`src/rtl/adc_spi_reader.sv`:
```
// SPI reader for a serial ADC: frames cs/s_clk, discards LEAD_BITS, captures 8 data bits MSB first.
// Define ADC_SPI_READER_AVG_EN to publish the truncated mean of every four frames instead of each frame.
module adc_spi_reader #(
   parameter int unsigned CLK_DIV    = 4,
   parameter int unsigned LEAD_BITS  = 3,
   parameter int unsigned GAP_CYCLES = 16
) (
   input  logic       clk,
   input  logic       rst_n,
   input  logic       en,
   input  logic       s_data,
   output logic       s_clk,
   output logic       cs,
   output logic [7:0] sample,
   output logic       sample_valid,
   output logic       busy
);

   typedef enum logic [1:0] {ST_GAP, ST_SETUP, ST_SHIFT, ST_DONE} state_t;

   localparam logic [15:0] GAP_LAST = 16'(GAP_CYCLES - 1);
   localparam logic [7:0]  DIV_LAST = 8'(CLK_DIV - 1);
   localparam logic [4:0]  DATA_LO  = 5'(LEAD_BITS);

   state_t      r_state;
   logic [15:0] r_gap_cnt;
   logic [7:0]  r_div_cnt;
   logic [3:0]  r_bit_cnt;
   logic        r_cs;
   logic        r_sclk;
   logic [7:0]  r_shift;
   logic [7:0]  r_sample;
   logic        r_valid;

   logic        w_div_end;
   logic [4:0]  w_rel_idx;
   logic        w_in_data;

   assign w_div_end = (r_div_cnt == DIV_LAST);
   // Bits before the data window wrap to a large value, so one compare covers both ends.
   assign w_rel_idx = {1'b0, r_bit_cnt} - DATA_LO;
   assign w_in_data = (w_rel_idx < 5'd8);

`ifdef ADC_SPI_READER_AVG_EN
   logic [9:0]  r_acc;
   logic [1:0]  r_frm_cnt;
   logic [9:0]  w_acc_sum;

   assign w_acc_sum = r_acc + {2'b00, r_shift};
`endif

   always_ff @(posedge clk or negedge rst_n) begin
      if (!rst_n) begin
         r_state   <= ST_GAP;
         r_gap_cnt <= '0;
         r_div_cnt <= '0;
         r_bit_cnt <= '0;
         r_cs      <= 1'b1;
         r_sclk    <= 1'b1;
         r_shift   <= '0;
         r_sample  <= '0;
         r_valid   <= 1'b0;
`ifdef ADC_SPI_READER_AVG_EN
         r_acc     <= '0;
         r_frm_cnt <= '0;
`endif
      end else begin
         r_valid <= 1'b0;
         case (r_state)
            ST_GAP: begin
               r_cs   <= 1'b1;
               r_sclk <= 1'b1;
               // Counter saturates at the end of the gap so a late en starts the frame at once.
               if (r_gap_cnt == GAP_LAST) begin
                  if (en) begin
                     r_state   <= ST_SETUP;
                     r_cs      <= 1'b0;
                     r_gap_cnt <= '0;
                     r_div_cnt <= '0;
                     r_bit_cnt <= '0;
                     r_shift   <= '0;
                  end
               end else begin
                  r_gap_cnt <= r_gap_cnt + 16'd1;
               end
            end

            ST_SETUP: begin
               if (w_div_end) begin
                  r_div_cnt <= '0;
                  r_sclk    <= 1'b0;
                  r_state   <= ST_SHIFT;
               end else begin
                  r_div_cnt <= r_div_cnt + 8'd1;
               end
            end

            ST_SHIFT: begin
               if (!w_div_end) begin
                  r_div_cnt <= r_div_cnt + 8'd1;
               end else begin
                  r_div_cnt <= '0;
                  if (!r_sclk) begin
                     r_sclk <= 1'b1;
                     if (w_in_data)
                        r_shift <= {r_shift[6:0], s_data};
                  end else begin
                     r_bit_cnt <= r_bit_cnt + 4'd1;
                     if (r_bit_cnt == 4'd15) begin
                        r_state <= ST_DONE;
                        r_cs    <= 1'b1;
`ifdef ADC_SPI_READER_AVG_EN
                        if (r_frm_cnt == 2'd3) begin
                           r_sample  <= w_acc_sum[9:2];
                           r_valid   <= 1'b1;
                           r_acc     <= '0;
                           r_frm_cnt <= '0;
                        end else begin
                           r_acc     <= w_acc_sum;
                           r_frm_cnt <= r_frm_cnt + 2'd1;
                        end
`else
                        r_sample <= r_shift;
                        r_valid  <= 1'b1;
`endif
                     end else begin
                        r_sclk <= 1'b0;
                     end
                  end
               end
            end

            ST_DONE: begin
               r_state   <= ST_GAP;
               r_gap_cnt <= '0;
            end

            default: r_state <= ST_GAP;
         endcase
      end
   end

   assign s_clk        = r_sclk;
   assign cs           = r_cs;
   assign busy         = ~r_cs;
   assign sample       = r_sample;
   assign sample_valid = r_valid;

endmodule
```
`config.mk`:
```
export PLATFORM = sky130hd
export DESIGN_NAME = adc_spi_reader
export DESIGN_NICKNAME = d
export VERILOG_FILES = /design/src/rtl/adc_spi_reader.sv
export SDC_FILE = /design/constraint.sdc
export NUM_CORES = 1
export LEC_CHECK = 0
export ABC_AREA = 1
export BUFFER_PORTS_ARGS = -buffer_cell sky130_fd_sc_hd__buf_2
export CAP_MARGIN = 20
export CORE_MARGIN = 2
export CORE_UTILIZATION = 61
export CTS_CLUSTER_SIZE = 28
export DETAILED_ROUTE_END_ITERATION = 10
export PLACE_DENSITY = 0.9
export SLEW_MARGIN = 20
export SYNTH_ARGS = -nofsm -noshare
export SYNTH_HDL_FRONTEND = slang
export SYNTH_SLANG_ARGS = --single-unit
export TNS_END_PERCENT = 20
```
`constraint.sdc`:
```
create_clock -name clk -period 2 [get_ports clk]
set_input_delay 0.1 -clock clk [delete_from_list [all_inputs] [get_ports clk]]
set_output_delay 0.1 -clock clk [all_outputs]
set_load 0.05 [all_outputs]
```
======== After elaboration in Yosys (flattened, before gate mapping) ========
Cells that the tools add are included.
cells by class
  add/subtract/negate cells ............... 4
  $mul .................................... 0
  divide/modulo/power cells ............... 0
  $lt $le $gt $ge ......................... 1
  equal/unequal tests ..................... 15
  shifts and indexed selects .............. 0
  multiplexer cells ....................... 37
  bitwise logic cells ..................... 1
  reduce and logical (&&, ||, !) cells .... 14
operators by type and width
  kind                     number
  $mux W8                  6
  $mux W16                 2
  $pmux W16 S2             1
  $pmux W8 S2              2
  $add A16 B1 Y16 const B  1
  $eq A16 B4 Y1 const B    1
  $mux W4                  4
  $ne A2 B2 Y1 const B     8
  $mux W1                  12
  $mux W2                  6
  $reduce_and A6 Y1        2
  $add A8 B1 Y8 const B    1
  $eq A8 B2 Y1 const B     1
  $pmux W2 S4              1
  $pmux W4 S2              1
  $reduce_and A4 Y1        2
  $reduce_and A3 Y1        2
  $reduce_bool A2 Y1       3
  $lt A5 B4 Y1 const B     1
  $reduce_and A5 Y1        1
  $sub A4 B2 Y5 const B    1
  $add A4 B1 Y4 const B    1
  $eq A2 B2 Y1 const B     2
  $eq A4 B4 Y1 const B     1
  other kinds (9)          9
word-level totals
  register bits ........................... 49
  bits in latches ......................... 0
  bits in writable memories ............... 0
  memory bits (read-only) ................. 0
  input port bits ......................... 4
  output and inout port bits .............. 12
  word-level logic and storage cells ...... 81
  memories ................................ 0

======== Depth between registers and ports, before layout ========
Gate-level depths: netlist (run 1).
  depth in word-level cells ............... 6
  depth in mapped cells ................... 11
  depth with buffers taken out ............ 10

======== Worst setup path before layout (run 1) ========
No wires, ideal clock.
  path kind ............................... reg-to-reg
  start ................................... reg r_state[0]
  end ..................................... reg r_gap_cnt[2]
  library setup time ...................... 0.126 ns
  arrival time ............................ 1.507 ns
  data required time ...................... 1.874 ns
  slack ................................... 0.367 ns
  cell stages (with the launch flop) ...... 11
  path buffers ............................ 1
  clock period less this slack ............ 1.633 ns
  path through ............................ dfrtp_1 inv_1 ha_1 inv_2 nor2_4 inv_2 o21ai_1 nand2_4 clkinv_2 buf_6 o21ai_0
on the way
  word-level cells in the longest chain between the ends .. 3
  elaborated cells between the ends (all ways) .. 6
  classes of those cells .................. eq/ne (2); mux (1); reduce/logical (3)
RTL lines
  element                                                                     line  text
  start: declaration                                                          25    state_t r_state;
  start signal: assignment                                                    54    r_state <= ST_GAP;
  start signal: assignment                                                    76    r_state <= ST_SETUP;
  start signal: assignment                                                    92    r_state <= ST_SHIFT;
  $logic_not A2 Y1 / $eq A2 B2 Y1 (equally long branches)                     69    case (r_state)
  $ne A3 B3 Y1 (no source line) / $reduce_bool A2 Y1 (equally long branches)  -
  $reduce_and A2 Y1 (no source line)                                          -
  end signal: assignment                                                      84    r_gap_cnt <= r_gap_cnt + 16'd1;
  end: declaration                                                            26    logic [15:0] r_gap_cnt;
Parallel ways exist; a longest one is shown, timed or not.
A chain may end at the register's enable or synchronous reset.

======== Worst setup path after layout (run 1) ========
  start ................................... reg r_gap_cnt[0]
  end ..................................... reg r_shift[2]
on the way
  word-level cells in the longest chain between the ends .. 3
RTL lines
  element                             line  text
  $eq A16 B4 Y1                       74    if (r_gap_cnt == GAP_LAST) begin
  $ne A2 B2 Y1 (no source line)       -
  $reduce_and A6 Y1 (no source line)  -
  end signal: assignment              106   r_shift <= {r_shift[6:0], s_data};
  end: declaration                    31    logic [7:0] r_shift;
Every way passes these cells.

==> out/metrics.cfg, run 1 <==
[clock_network]
root_buffer=clkbuf_8
cts_tree=yes
clk_path_buf_depth=2
cts_buffers=5
cts_sinks=49
clk_pin_slew_ps=90
insertion_delay_ps=310
htreeDepth=2

[routing]
routed_via_density=5.44
post-route-drc-count=0
vias=2682
postRouteAntennaNets=0
routed_wl_um=6250
wl_per_cell_um=12.7
drt_iter0_drc=242
dr.pass1.iters=4

[setup_path]
crit_fanout=8
cp_top_family=simple AND/OR/NAND/NOR gates
cp.required_ps=2210
path_buf_inv=0
cpPeakStageDelay_ps=410
worstPathCellList=ha_2, nand3_2, nor2_4, nand3_1, nand2_2, nand3_2, nand2_1, nand2_1
crit_path_start_kind=flip-flop
cp.arrival_ps=2050
end_kind=flip-flop
slowest_stage=dfrtp_1
path_class=reg -> reg

[placed_design]
placed_cell_area_sq_um=3110
dp_worst_setup_slack_ps=118
routabilityCongestion=0.869
hpwl_um=4670
portBuffers=15

[logic_synthesis]
seq_area_frac_synth=0.415
synthAdderAreaFrac=0.0338
synth_cell_types=34
synth_top_family_by_area=simple AND/OR/NAND/NOR gates
synth_compound_area_frac=0.0537
synth.area.mux_share=0
ys_ff_latch=49
synth_area_per_cell_sq_um=7.13
synthXorXnorAreaFrac=0.0237
syn_area_sq_um=2960
yosysWarnings=0
yosys.area_share.simple=0.410
syn_nets=427
netlist_instances=415

[pwr]
vdd_drop_max_mv=0.347
p_leak_nw=1.71
power.density_cell_area_nw_per_um2=506

[layout]
n_antenna_cell=0
final_core_util=0.685
area_growth_pct=8.50
drive_gt1_frac=0.116
nNetsFinal=450
stdcell_area_sq_um=3210

[worst_hold_path]
hold_path_class=in -> reg

[global_routing]
grt_overflow=0
track_usage=0.243
grt_pass1_wl_um=10200
grt_pass1_vias=2384
grt_max_degree=24
antenna_found_initial=0

[timing]
slew_headroom=0.654
fin_crit_sh=0.923
hold_viol=0
setup_viol=0
final_max_slew_viol_count=0
skew_ps=6.74
setup_ws_ps=154
period_needed_ps=1850
fin_setup_tns_ps=0
fmax_ghz=0.542
worstMarginPinSlew_ps=519
rsz0062_at_grt=false

[floorplan]
rows=25
placeableCoreArea_sq_um=4690
ios=16
initial_core_util=0.631
die_w_um=73.7
die_h_um=73.7
die-area_sq_um=5430

[job]
maxCapViolations=0

[status]
outcome=finished, final reports clean

[synthesized netlist by cell type, drive strengths merged]
cell	n	area, sq um
nor3b	1	7.51
clkinv	2	8.75
xnor2	1	8.76
o21bai	5	37.5
buf	5	42.5
ha	8	100
a21o	1	7.51
nand2	165	642
nand3b	2	15.0
o21ai	15	78.8
a21oi	7	35.0
or2	2	12.5
dfstp	2	52.6
dfrtp	47	1180
nor3	4	20.0
nand3	33	175
inv	35	131
clkbuf	2	7.51
nor2	51	209
xor2	7	61.3
nand4	19	125
nor4	1	6.26
[cell families (layout without fill, tap and decap cells)]
family | Yosys count | count (layout)
AO/OA/AOI/OAI | 28 | 28
XOR/XNOR | 8 | 8
AND/OR/NAND/NOR | 278 | 278
adder cells (fa/ha/maj) | 8 | 8
buffers and inverters | 44 | 68
flip-flops | 49 | 49
[cell usage in the layout, fill, tap and decap left out, types with 2 or more instances in the layout]
cell type  synthesis  layout
buf_4              0       7
a21oi_1            7       7
ha_1               8       7
buf_2              1      15
nor2_1            48      47
nand3_1           31      31
nand4_1           18      18
nand3b_1           2       2
nor3_1             4       4
o21ai_1            8       8
or2_2              2       2
inv_1             33      33
nand2_1          160     160
inv_2              2       2
dfstp_2            2       2
nand2_2            3       3
dfrtp_1           47      47
xor2_1             7       7
clkbuf_8           0       5
o21bai_1           5       5
nand3_2            2       2
nand2_4            2       2
nor2_2             1       2
o21ai_0            6       6
nor2_4             2       2
[worst paths after layout]
| path | start | end | slack [ps] | cells after the start |
|---|---|---|---|---|
| max in group asynchronous | rst_n | r_div_cnt[1] | 1120 | 3 |
| max | r_gap_cnt[0] | r_shift[2] | 150 | 8 |
| min in group asynchronous | rst_n | r_div_cnt[7] | 280 | 2 |
| min | s_data | r_shift[0] | 130 | 5 |
| min reg2reg | sample[6] | sample[6] | 480 | 2 |
| max reg2reg | r_gap_cnt[0] | r_shift[2] | 150 | 8 |
[what timing repair did]
| action | in CTS | in global routing |
|---|---|---|
| endpoints found under the hold margin | 19 | 0 |
| buffers inserted | 0 | 0 |
| hold buffers | 1 | 0 |
| setup endpoints to repair | 0 | 21 |
| gates resized for setup | 0 | 3 |
[routing by layer]
metal,track usage,vias to the layer above,wire (um),part of all wire
li1,-,1371,-,-
met1,0.308,1256,2780,0.44
met2,0.414,45,3200,0.51
met3,0.0412,10,176,0.028
met4,0.0909,0,91,0.015
met5,0,-,0,0
[area by class of cell]
cell class,instances,area [sq um]
tap,54,67.6
fill,385,1480
multi-input combinational,322,1550
clock buffer,5,68.8
timing repair buffer,23,138
inverter,37,141
sequential,49,1230
clock inverter,3,21.3
[sequential cells by signal, summed over array words and instances, names as in the netlist]
register and cells:
r_shift 8, r_gap_cnt 16, cs 1, sample 8, r_bit_cnt 4, s_clk 1
r_state 2, sample_valid 1, r_div_cnt 8
[through the flow]
stage,cells,hold WS [ps],total power [mW]
after CTS,493,129,1.64
final,493,135,1.63
after global routing,493,173,1.67
after global placement,484,99.0,1.05
after floorplan,415,-196,1.02
after detailed placement,484,105,1.05
[worst min-delay path, cell delays in order]
cell and delay [ps]:
buf_2 100, nand2_1 50, inv_1 30, nand4_1 80, nand2_1 50
[report_power, final]
group	leakage, nW	total (mW)	switching (mW)	internal (mW)
registers	0.621	0.990	0	0.990
logic	1.05	0.0439	0.0325	0.0113
clock network	0.0445	0.593	0.344	0.248
Power figures use the tool's default switching activity.
==> run 2: changes to the inputs <==
--- a/config.mk
+++ b/config.mk
@@ -13,6 +13,7 @@
 export CTS_CLUSTER_SIZE = 28
 export DETAILED_ROUTE_END_ITERATION = 10
 export PLACE_DENSITY = 0.9
+export RECOVER_POWER = 25
 export SLEW_MARGIN = 20
 export SYNTH_ARGS = -nofsm -noshare
 export SYNTH_HDL_FRONTEND = slang
==> out/metrics.cfg, run 2 (same netlist as run 1, synthesis figures left out) <==
[status]
outcome=finished, final reports clean  ; unchanged

[worst_hold_path]
hold_path_class=in -> reg  ; unchanged
hold_depth=5  ; unchanged

[layout]
nNetsFinal=450  ; unchanged
layout_common_cells=nand2_1, nor2_1, dfrtp_1  ; unchanged
regMostFlops=r_gap_cnt  ; unchanged
regArea_sq_um=1230  ; unchanged
area_growth_pct=8.37  ; was 8.50%
layout_commonest_cell=nand2_1  ; unchanged
multiInputGateArea_sq_um=1550  ; unchanged
n_antenna_cell=0  ; unchanged
drive_gt1_frac=0.114  ; was 0.116
stdcell_area_sq_um=3210  ; about the same
largest_reg_flops=16  ; unchanged
fillCellCount=385  ; unchanged

[clock_network]
cts_buffers=5  ; unchanged
cts_sinks=49  ; unchanged
insertion_delay_ps=310  ; about the same
cts_tree=yes  ; unchanged
clk_pin_slew_ps=90  ; about the same
post-cts-setup-buffer-count=0  ; unchanged
htreeDepth=2  ; unchanged
root_buffer=clkbuf_8  ; unchanged
clk_path_buf_depth=2  ; unchanged

[global_routing]
grt_overflow=0  ; unchanged
antenna_found_initial=0  ; unchanged
track_usage=0.243  ; unchanged
grt_pass1_vias=2384  ; unchanged
grt_pass1_wl_um=10200  ; unchanged
grt_max_degree=24  ; unchanged

[timing]
rsz0062_at_grt=false  ; unchanged
fin_setup_tns_ps=0  ; unchanged
hold_viol=0  ; unchanged
fmax_ghz=0.542  ; about the same
setup_viol=0  ; unchanged
fin_crit_sh=0.923  ; about the same
slew_headroom=0.168  ; was 0.654
period_needed_ps=1850  ; about the same
skew_ps=7.26  ; was 6.74 ps
final_max_slew_viol_count=0  ; unchanged
worstMarginPinSlew_ps=1250  ; was 519 ps

[placed_design]
placed_cell_area_sq_um=3110  ; unchanged
portBuffers=15  ; unchanged
hpwl_um=4670  ; unchanged
routabilityCongestion=0.869  ; unchanged

[pwr]
vdd_drop_max_mv=0.347  ; about the same
power.density_cell_area_nw_per_um2=507  ; was 506 nW/um^2
p_leak_nw=1.71  ; about the same

[setup_path]
path_buf_inv=0  ; unchanged
rr_worst_depth=8  ; unchanged
end_kind=flip-flop  ; unchanged
cp.arrival_ps=2050  ; about the same
path_class=reg -> reg  ; unchanged
cp_top_family=simple AND/OR/NAND/NOR gates  ; unchanged
cp.required_ps=2210  ; about the same
worstPathCellList=ha_2, nand3_2, nor2_4, nand3_1, nand2_2, nand3_2, nand2_1, nand2_1  ; unchanged
crit_path_start_kind=flip-flop  ; unchanged
crit_fanout=8  ; unchanged
slowest_stage=dfrtp_1  ; unchanged
crit_cells=8  ; unchanged
cpPeakStageDelay_ps=410  ; about the same

[floorplan]
die-area_sq_um=5430  ; unchanged
ios=16  ; unchanged
placeableCoreArea_sq_um=4690  ; unchanged
die_h_um=73.7  ; unchanged
initial_core_util=0.631  ; unchanged
die_w_um=73.7  ; unchanged
rows=25  ; unchanged

[routing]
post-route-drc-count=0  ; unchanged
wl_per_cell_um=12.7  ; about the same
drt_iter0_drc=242  ; unchanged
dr.pass1.iters=4  ; unchanged
routed_wl_um=6260  ; was 6250 um
routed_via_density=5.43  ; was 5.44
vias=2676  ; was 2682
postRouteAntennaNets=0  ; unchanged

[job]
maxCapViolations=0  ; unchanged

==> run 2: cell types whose count changed in the layout (fill, tap and decap cells not counted), sizes merged <==
| cell | previous run | this run |
|---|---|---|
| buf | 22 | 20 |
| clkbuf | 5 | 7 |
==> run 2: cell type report <==
class / instances / area share
Clock buffer: 5 / 0.0215
Clock inverter: 3 / 0.00663
Inverter: 37 / 0.0441
Multi-Input combinational cell: 322 / 0.482
Sequential cell: 49 / 0.383
Tap cell: 54 / 0.0211
Timing Repair Buffer: 23 / 0.0417
==> run 2: report_power, final <==
| group | switching [mW] | total (mW) | internal (mW) |
|---|---|---|---|
| Sequential | 0 | 0.990 | 0.990 |
| Clock | 0.346 | 0.594 | 0.248 |
| Combinational | 0.0325 | 0.0430 | 0.0105 |
==> run 2: metrics by stage <==
| step | total power [mW] | setup WS [ps] | hold slack [ps] | std cells | utilization |
|---|---|---|---|---|---|
| after floorplan | 1.02 | 367 | -196 | 415 | - |
| after global placement | 1.05 | 204 | 99.0 | 484 | 0.662 |
| after detailed placement | 1.05 | 118 | 105 | 484 | 0.662 |
| after CTS | 1.64 | 108 | 129 | 493 | 0.683 |
| after global routing | 1.67 | 10.9 | 173 | 493 | 0.684 |
| final | 1.63 | 155 | 135 | 493 | 0.684 |
==> run 2: per-layer routing <==
layer / track usage / vias to the layer above / wire length [um]
li1: - / 1370 / -
met1: 0.308 / 1253 / 2790
met2: 0.414 / 43 / 3200
met3: 0.0412 / 10 / 176
met4: 0.0909 / 0 / 91
met5: 0 / - / 0
==> run 2: worst paths after layout <==
check                                  start      endpoint  slack [ps]
worst min register to register    r_shift[7]    r_shift[7]         480
worst min-delay path                  s_data    r_shift[0]         130
worst max-delay path            r_gap_cnt[0]    r_shift[2]         150
worst max register to register  r_gap_cnt[0]    r_shift[2]         150
min in group asynchronous              rst_n  r_div_cnt[7]         560
max in group asynchronous              rst_n    r_shift[1]         450
==> run 2: what timing repair did <==
item / in CTS / in global routing
endpoints found under the setup margin: 0 / 21
resized for setup: 0 / 3
hold buffers: 1 / 0
hold endpoints to repair: 19 / 0
==> run 2: worst min-delay path, cell delays in order <==
cell and delay, ps:
buf_2 100, nand2_1 50, inv_1 30, nand4_1 80, nand2_1 50
